<file path="config.mk">
export PLATFORM = sky130hd
export DESIGN_NAME = mem_access_unit
export DESIGN_NICKNAME = d
export VERILOG_FILES = /design/src/rtl/mem_access_unit.sv
export SDC_FILE = /design/constraint.sdc
export NUM_CORES = 1
export LEC_CHECK = 0
export CORE_UTILIZATION = 47
export CTS_CLUSTER_DIAMETER = 50
export DETAILED_ROUTE_END_ITERATION = 7
export PLACE_DENSITY_LB_ADDON = 0.25
export SLEW_MARGIN = 5
export SYNTH_ARGS = -nofsm -noshare
export SYNTH_HDL_FRONTEND = slang
export SYNTH_SLANG_ARGS = --single-unit
</file>
<file path="constraint.sdc">
create_clock -name clk -period 5.7 [get_ports clk]
set_clock_uncertainty 0.05 [all_clocks]
set_input_delay 1.14 -clock clk [delete_from_list [all_inputs] [get_ports clk]]
set_output_delay 1.14 -clock clk [all_outputs]
set_load 0.01 [all_outputs]
</file>
<file path="src/rtl/mem_access_unit.sv">
// Load/store front-end for the MEM stage: turns byte-addressed MIPS accesses into
// word-indexed data-memory accesses, with read-modify-write for sub-word stores.
module mem_access_unit #(
  parameter int unsigned ADDR_W = 8,
  parameter int unsigned CNT_W  = 8
) (
  input  logic              clk,
  input  logic              reset,
  input  logic              req_valid,
  input  logic              req_we,
  input  logic [1:0]        req_size,
  input  logic              req_sign,
  input  logic [31:0]       req_addr,
  input  logic [31:0]       req_wdata,
  output logic              stall,
  output logic              dm_we,
  output logic [31:0]       dm_addr,
  output logic [31:0]       dm_wdata,
  input  logic [31:0]       dm_rdata,
  output logic              ld_valid,
  output logic [31:0]       ld_data,
  output logic              misalign,
  output logic [CNT_W-1:0]  err_cnt
);

  typedef enum logic {IDLE, WRITE} state_e;

  state_e              state_q, state_d;
  logic [31:0]         merge_q, merge_d;
  logic [ADDR_W-1:0]   addr_q, addr_d;
  logic                ld_valid_q, ld_valid_d;
  logic [31:0]         ld_data_q, ld_data_d;
  logic                misalign_q, misalign_d;
  logic [CNT_W-1:0]    err_cnt_q, err_cnt_d;

  logic                stall_c, dm_we_c;
  logic                is_word, is_half, mis;
  logic [ADDR_W-1:0]   req_idx;
  logic [7:0]          lane_b;
  logic [15:0]         lane_h;
  logic [31:0]         merged;

  logic unused_addr_bits;
  assign unused_addr_bits = ^req_addr[31:ADDR_W+2];

  always_comb begin
    is_word = req_size[1];
    is_half = (req_size == 2'b01);
    mis     = (is_half && req_addr[0]) || (is_word && (req_addr[1:0] != 2'b00));
    req_idx = req_addr[ADDR_W+1:2];

    case (req_addr[1:0])
      2'd0:    lane_b = dm_rdata[7:0];
      2'd1:    lane_b = dm_rdata[15:8];
      2'd2:    lane_b = dm_rdata[23:16];
      default: lane_b = dm_rdata[31:24];
    endcase
    lane_h = req_addr[1] ? dm_rdata[31:16] : dm_rdata[15:0];

    merged = dm_rdata;
    if (is_half) begin
      if (req_addr[1]) merged[31:16] = req_wdata[15:0];
      else             merged[15:0]  = req_wdata[15:0];
    end else begin
      case (req_addr[1:0])
        2'd0:    merged[7:0]   = req_wdata[7:0];
        2'd1:    merged[15:8]  = req_wdata[7:0];
        2'd2:    merged[23:16] = req_wdata[7:0];
        default: merged[31:24] = req_wdata[7:0];
      endcase
    end

    state_d    = state_q;
    merge_d    = merge_q;
    addr_d     = addr_q;
    ld_valid_d = 1'b0;
    ld_data_d  = ld_data_q;
    misalign_d = 1'b0;
    err_cnt_d  = err_cnt_q;
    stall_c    = 1'b0;
    dm_we_c    = 1'b0;
    dm_addr    = {{(32-ADDR_W){1'b0}}, req_idx};
    dm_wdata   = req_wdata;

    case (state_q)
      WRITE: begin
        dm_we_c  = 1'b1;
        dm_addr  = {{(32-ADDR_W){1'b0}}, addr_q};
        dm_wdata = merge_q;
        state_d  = IDLE;
      end
      default: begin
        if (req_valid) begin
          if (mis) begin
            misalign_d = 1'b1;
            if (err_cnt_q != '1) err_cnt_d = err_cnt_q + CNT_W'(1);
          end else if (!req_we) begin
            ld_valid_d = 1'b1;
            if (is_word)      ld_data_d = dm_rdata;
            else if (is_half) ld_data_d = {{16{req_sign & lane_h[15]}}, lane_h};
            else              ld_data_d = {{24{req_sign & lane_b[7]}}, lane_b};
          end else if (is_word) begin
            dm_we_c = 1'b1;
          end else begin
            // Sub-word store: capture the merged word now, write it next cycle.
            stall_c = 1'b1;
            merge_d = merged;
            addr_d  = req_idx;
            state_d = WRITE;
          end
        end
      end
    endcase
  end

  // Gated by reset so an in-flight write is abandoned the instant reset asserts.
  assign stall = stall_c & reset;
  assign dm_we = dm_we_c & reset;

  always_ff @(posedge clk or negedge reset) begin
    if (!reset) begin
      state_q    <= IDLE;
      merge_q    <= '0;
      addr_q     <= '0;
      ld_valid_q <= 1'b0;
      ld_data_q  <= '0;
      misalign_q <= 1'b0;
      err_cnt_q  <= '0;
    end else begin
      state_q    <= state_d;
      merge_q    <= merge_d;
      addr_q     <= addr_d;
      ld_valid_q <= ld_valid_d;
      ld_data_q  <= ld_data_d;
      misalign_q <= misalign_d;
      err_cnt_q  <= err_cnt_d;
    end
  end

  assign ld_valid = ld_valid_q;
  assign ld_data  = ld_data_q;
  assign misalign = misalign_q;
  assign err_cnt  = err_cnt_q;

endmodule

</file>
* Word-level counts from Yosys, hierarchy flattened
Cells that the tools add are included.
Widths: inputs -> output; s select.
** Cells by class
- Mux-type cells :: 30
- Bitwise logic cells :: 8
- Equality and inequality tests :: 4
- Reduce and logical (&&, ||, !) cells :: 9
- $add $sub $neg :: 1
** Operators by type and width (count)
- $mux 32 :: 4
- $mux 16 :: 3
- $mux 8 :: 5
- $pmux 8 s3 :: 1
- $mux 1 :: 17
- $add 8x1->8 const B :: 1
- $ne 8x8->1 const B :: 1
- $reduce_and 4->1 :: 2
- $reduce_and 5->1 :: 1
- $and 1x1->1 :: 4
- $eq 2x1->1 const B :: 2
- $not 1->1 :: 4
- $reduce_or 3->1 :: 1
- $eq 2x2->1 const B :: 1
- $logic_and 1x1->1 :: 2
- $logic_not 2->1 :: 1
- $reduce_bool 2->1 :: 1
- $logic_or 1x1->1 :: 1
** Word-level totals
- Register bits :: 83
- Output and inout bits :: 108
- Bits of input ports :: 103

* Longest topological paths before layout
- Depth after elaboration :: 7
- Depth in mapped cells :: 7
- Gate-level depth less buffers :: 5

* Worst setup path after synthesis
Ideal clock, no wire load.
- Path type :: input port to output port
- Start :: in req_addr[0]
- End :: out stall
- Arrival time :: 2.366 ns
- Stages :: 6
- Slack :: 2.144 ns
- Cell sequence :: buf_4 -> a21oi_2 -> nand4b_1 -> buf_2 -> buf_1 -> nor2_1
** On the way
- Word-level cells in the longest chain between the ends :: 7
** Ends and longest elaborated chain
- start: declaration :: RTL line 13 : input logic [31:0] req_addr,
- $reduce_bool 2->1 :: RTL line 49 : mis = (is_half && req_addr[0]) || (is_word && (req_addr[1:0] != 2'b00));
- $logic_and 1x1->1 :: RTL line 49
- $logic_or 1x1->1 (*) :: RTL line 49
- $mux 1 (*) :: RTL line 94 : if (mis) begin
- $mux 1 (*) :: RTL line 93 : if (req_valid) begin
- $mux 1 (*) :: RTL line 85 : case (state_q)
- $and 1x1->1 (*) :: RTL line 117 : assign stall = stall_c & reset;
- end: declaration :: RTL line 15 : output logic stall,
Mark *: on every way between the ends. The rest lies on a longest branch, timed or not.

* Final worst setup path
- Start :: in req_size[1]
- End :: out stall
** On the way
- Word-level cells in the longest chain between the ends :: 7
** Ends and longest elaborated chain
- start: declaration :: RTL line 11 : input logic [1:0] req_size,
- $eq 2x1->1 :: RTL line 48 : is_half = (req_size == 2'b01);
- $logic_and 1x1->1 :: RTL line 49
- $logic_or 1x1->1 :: RTL line 49
- $mux 1 (*) :: RTL line 94
- $mux 1 (*) :: RTL line 93
- $mux 1 (*) :: RTL line 85
- $and 1x1->1 (*) :: RTL line 117
Marks and branches as above.

==> metrics.cfg <==
[run_status]
status=finished clean

[route]
vias=4498
drt_first_pass_iters=5
routed_wirelength_um=14400
drtIter0Drc=278
post_drt_via_cell_ratio=5.56
ant_nets=0
drc=0
wl_per_cell_um=17.8

[synth]
syn_inst=527
synth_cell_types=45
syn_area_per_cell_um2=9.34
ys_seq_elements=83
synth_area_um2=4920
yosys_warnings=0
yosysSeqAreaShare=0.422
async_flop_share=1.00
synth-main-ff-cell=dfrtp_1
synth_edf_count=0

[finish]
mostFrequentLayoutCells=clkdlybuf4s50_1 (163), nand2_1 (87), dfrtp_1 (82)
fillers=797
final_common_cell=clkdlybuf4s50_1
layout-area-overhead-vs-synth_pct=36.9
nets=776
final_core_util=0.677
num_antenna_cells=0
drive_gt1_frac=0.120
multiInputGateArea_um2=2480
regArea_um2=2080

[clock_tree]
postCtsHoldBufs=0
cts_buffers=9
post_cts_buffers=0
tritoncts=built
cts_resized=0
clkTransAtPathRegs_ns=0.08
cts_max_level=3
cts.sinks=83
clock-root-buffer=clkbuf_8
clk_latency_ns=0.35
clock_path_buffers=2

[pwr]
p_leak_nw=2.96
power_w=0.00189
peakVddDrop_v=0.000226
powerDensity_nw_per_um2=281

[grt]
grt_use_met2=0.440
grt_usage=0.266
grt_pass1_vias=4466
grt_util_met1=0.333
overflow=0
antenna_found_initial=0
grt_max_degree=84
met3_usage=0.0695
grt-busiest-layer=met2
grt_pass1_wl_um=22900

[run]
maxCapViolations=0

[timing]
worst_hold_slack_ns=0.428
rsz0062_at_grt=no
finalCritPeriodShare=0.771
min_period_ns=4.40
final.setup.tns_ns=0
clock.fmax_mhz=228
slew_headroom=0.289
finalHoldViolations=0
setup_viol=0
worstMarginPinSlew_ns=1.07
maxSlewViolCount=0

[floorplan]
core.rowCount=36
fp.dieH_um=104
die_width_um=104
pin_count=211
start_util=0.494
die_area_um2=10900
coreArea_um2=9950

[critical_path]
crit_top_cell=clkdlybuf4s50_1
start_kind=input pin
crit_path_end_kind=output port
cp.arrival_ns=3.21
crit_fanout=16
path_class=input pin to output port
critPathMaxStageDelay_ns=0.75
slowest_stage=clkdlybuf4s50_1
crit_chain=clkdlybuf4s50_1 -> a21oi_2 -> nand4b_1 -> nor2_1 -> clkdlybuf4s50_1
required_ns=4.51

[placed_design]
io_buffers=164
globalplace.congestion=0.875
hpwl_um=10600

[hold_path]
hold_class=flop to flop

[cell families after synthesis]
| kind of cell | after synthesis | share of synthesized area |
|---|---|---|
| xor gates and xnor gates | 5 | 0.00890 |
| other | 1 | 0.000762 |
| and+or+nand+nor | 161 | 0.147 |
| AOI/OAI and AO/OA | 119 | 0.170 |
| adders and majority gates | 1 | 0.00254 |
| buffers and inverters | 87 | 0.0913 |
| muxes | 70 | 0.157 |
| DFF | 83 | 0.422 |
[where the power goes]
part,total [W],internal (W),switching (W)
combinational,0.000607,0.000337,0.000270
clock,0.000469,0.000257,0.000212
sequential,0.000815,0.000720,0.0000947
total,0.00189,0.00131,0.000577
[final timing paths]
path / startpoint / end / slack (ns) / depth (start not counted)
worst max-delay path: req_size[1] / stall / 1.30 / 5
worst min-delay path: merge_q[7]$_DFFE_PN0P_ / merge_q[7]$_DFFE_PN0P_ / 0.43 / 2
worst max register to register: state_q$_DFF_PN0_ / ld_data[30]$_DFFE_PN0P_ / 2.89 / 5
worst min register to register: merge_q[7]$_DFFE_PN0P_ / merge_q[7]$_DFFE_PN0P_ / 0.43 / 2
max in group asynchronous: reset / state_q$_DFF_PN0_ / 3.84 / 2
min in group asynchronous: reset / ld_data[17]$_DFFE_PN0P_ / 0.99 / 2
[critical path, delay by kind of cell]
kind	cells	cell delay, ns
AO/OA/AOI/OAI	1	0.44
buffers and inverters	2	1.33
AND/OR/NAND/NOR	2	0.28
[metrics by stage]
step	cells	area, um2	setup slack [ns]
after floorplan	550	5010	2.14
after global placement	794	6520	1.39
after detailed placement	794	6520	1.37
after CTS	809	6740	1.34
after global routing	809	6740	1.23
final	809	6740	1.30
[Yosys cell counts (2+ instances only)]
master     n  area share
nand3_1   15       0.015
o22ai_1    4      0.0051
mux2_2    47        0.11
a21o_1     8       0.012
and3_1     4      0.0051
o21ai_2    2      0.0036
a31oi_1    7      0.0089
a221oi_1   9       0.016
o21a_1     6      0.0092
nor2_1    28       0.021
nand2b_1  11       0.014
buf_2      8      0.0081
mux2i_1   22       0.045
a21oi_1    8      0.0081
nor2b_1    9       0.011
nand4_1    2      0.0025
a21oi_2    2      0.0036
o21ai_0   39       0.040
inv_1     26       0.020
buf_6      2      0.0046
clkbuf_1  18       0.014
dfrtp_1   83        0.42
xnor2_1    5      0.0089
o221ai_1  10       0.018
buf_1      6      0.0046
nand2_1   87       0.066
buf_4     26       0.040
a311oi_1  16       0.028
[sequential cells by signal (all words and copies together) (netlist names)]
signal and count:
state_q 1, misalign 1, merge_q 32, addr_q 8, ld_valid 1, ld_data 32
err_cnt 8
[per-layer routing]
metal | part of all wire | up-vias
met5 | 0 | -
met4 | 0.027 | 0
met3 | 0.076 | 27
met2 | 0.48 | 209
met1 | 0.41 | 2168
li1 | - | 2094
[layout make-up]
cell class                      count  area share
Clock inverter                      4      0.0111
Multi-Input combinational cell    380       0.368
Clock buffer                       11      0.0210
Inverter                           27      0.0150
Sequential cell                    83       0.309
Timing Repair Buffer              171       0.251
Tap cell                          133      0.0247
No activity file was read; power rests on OpenSTA's default activity.
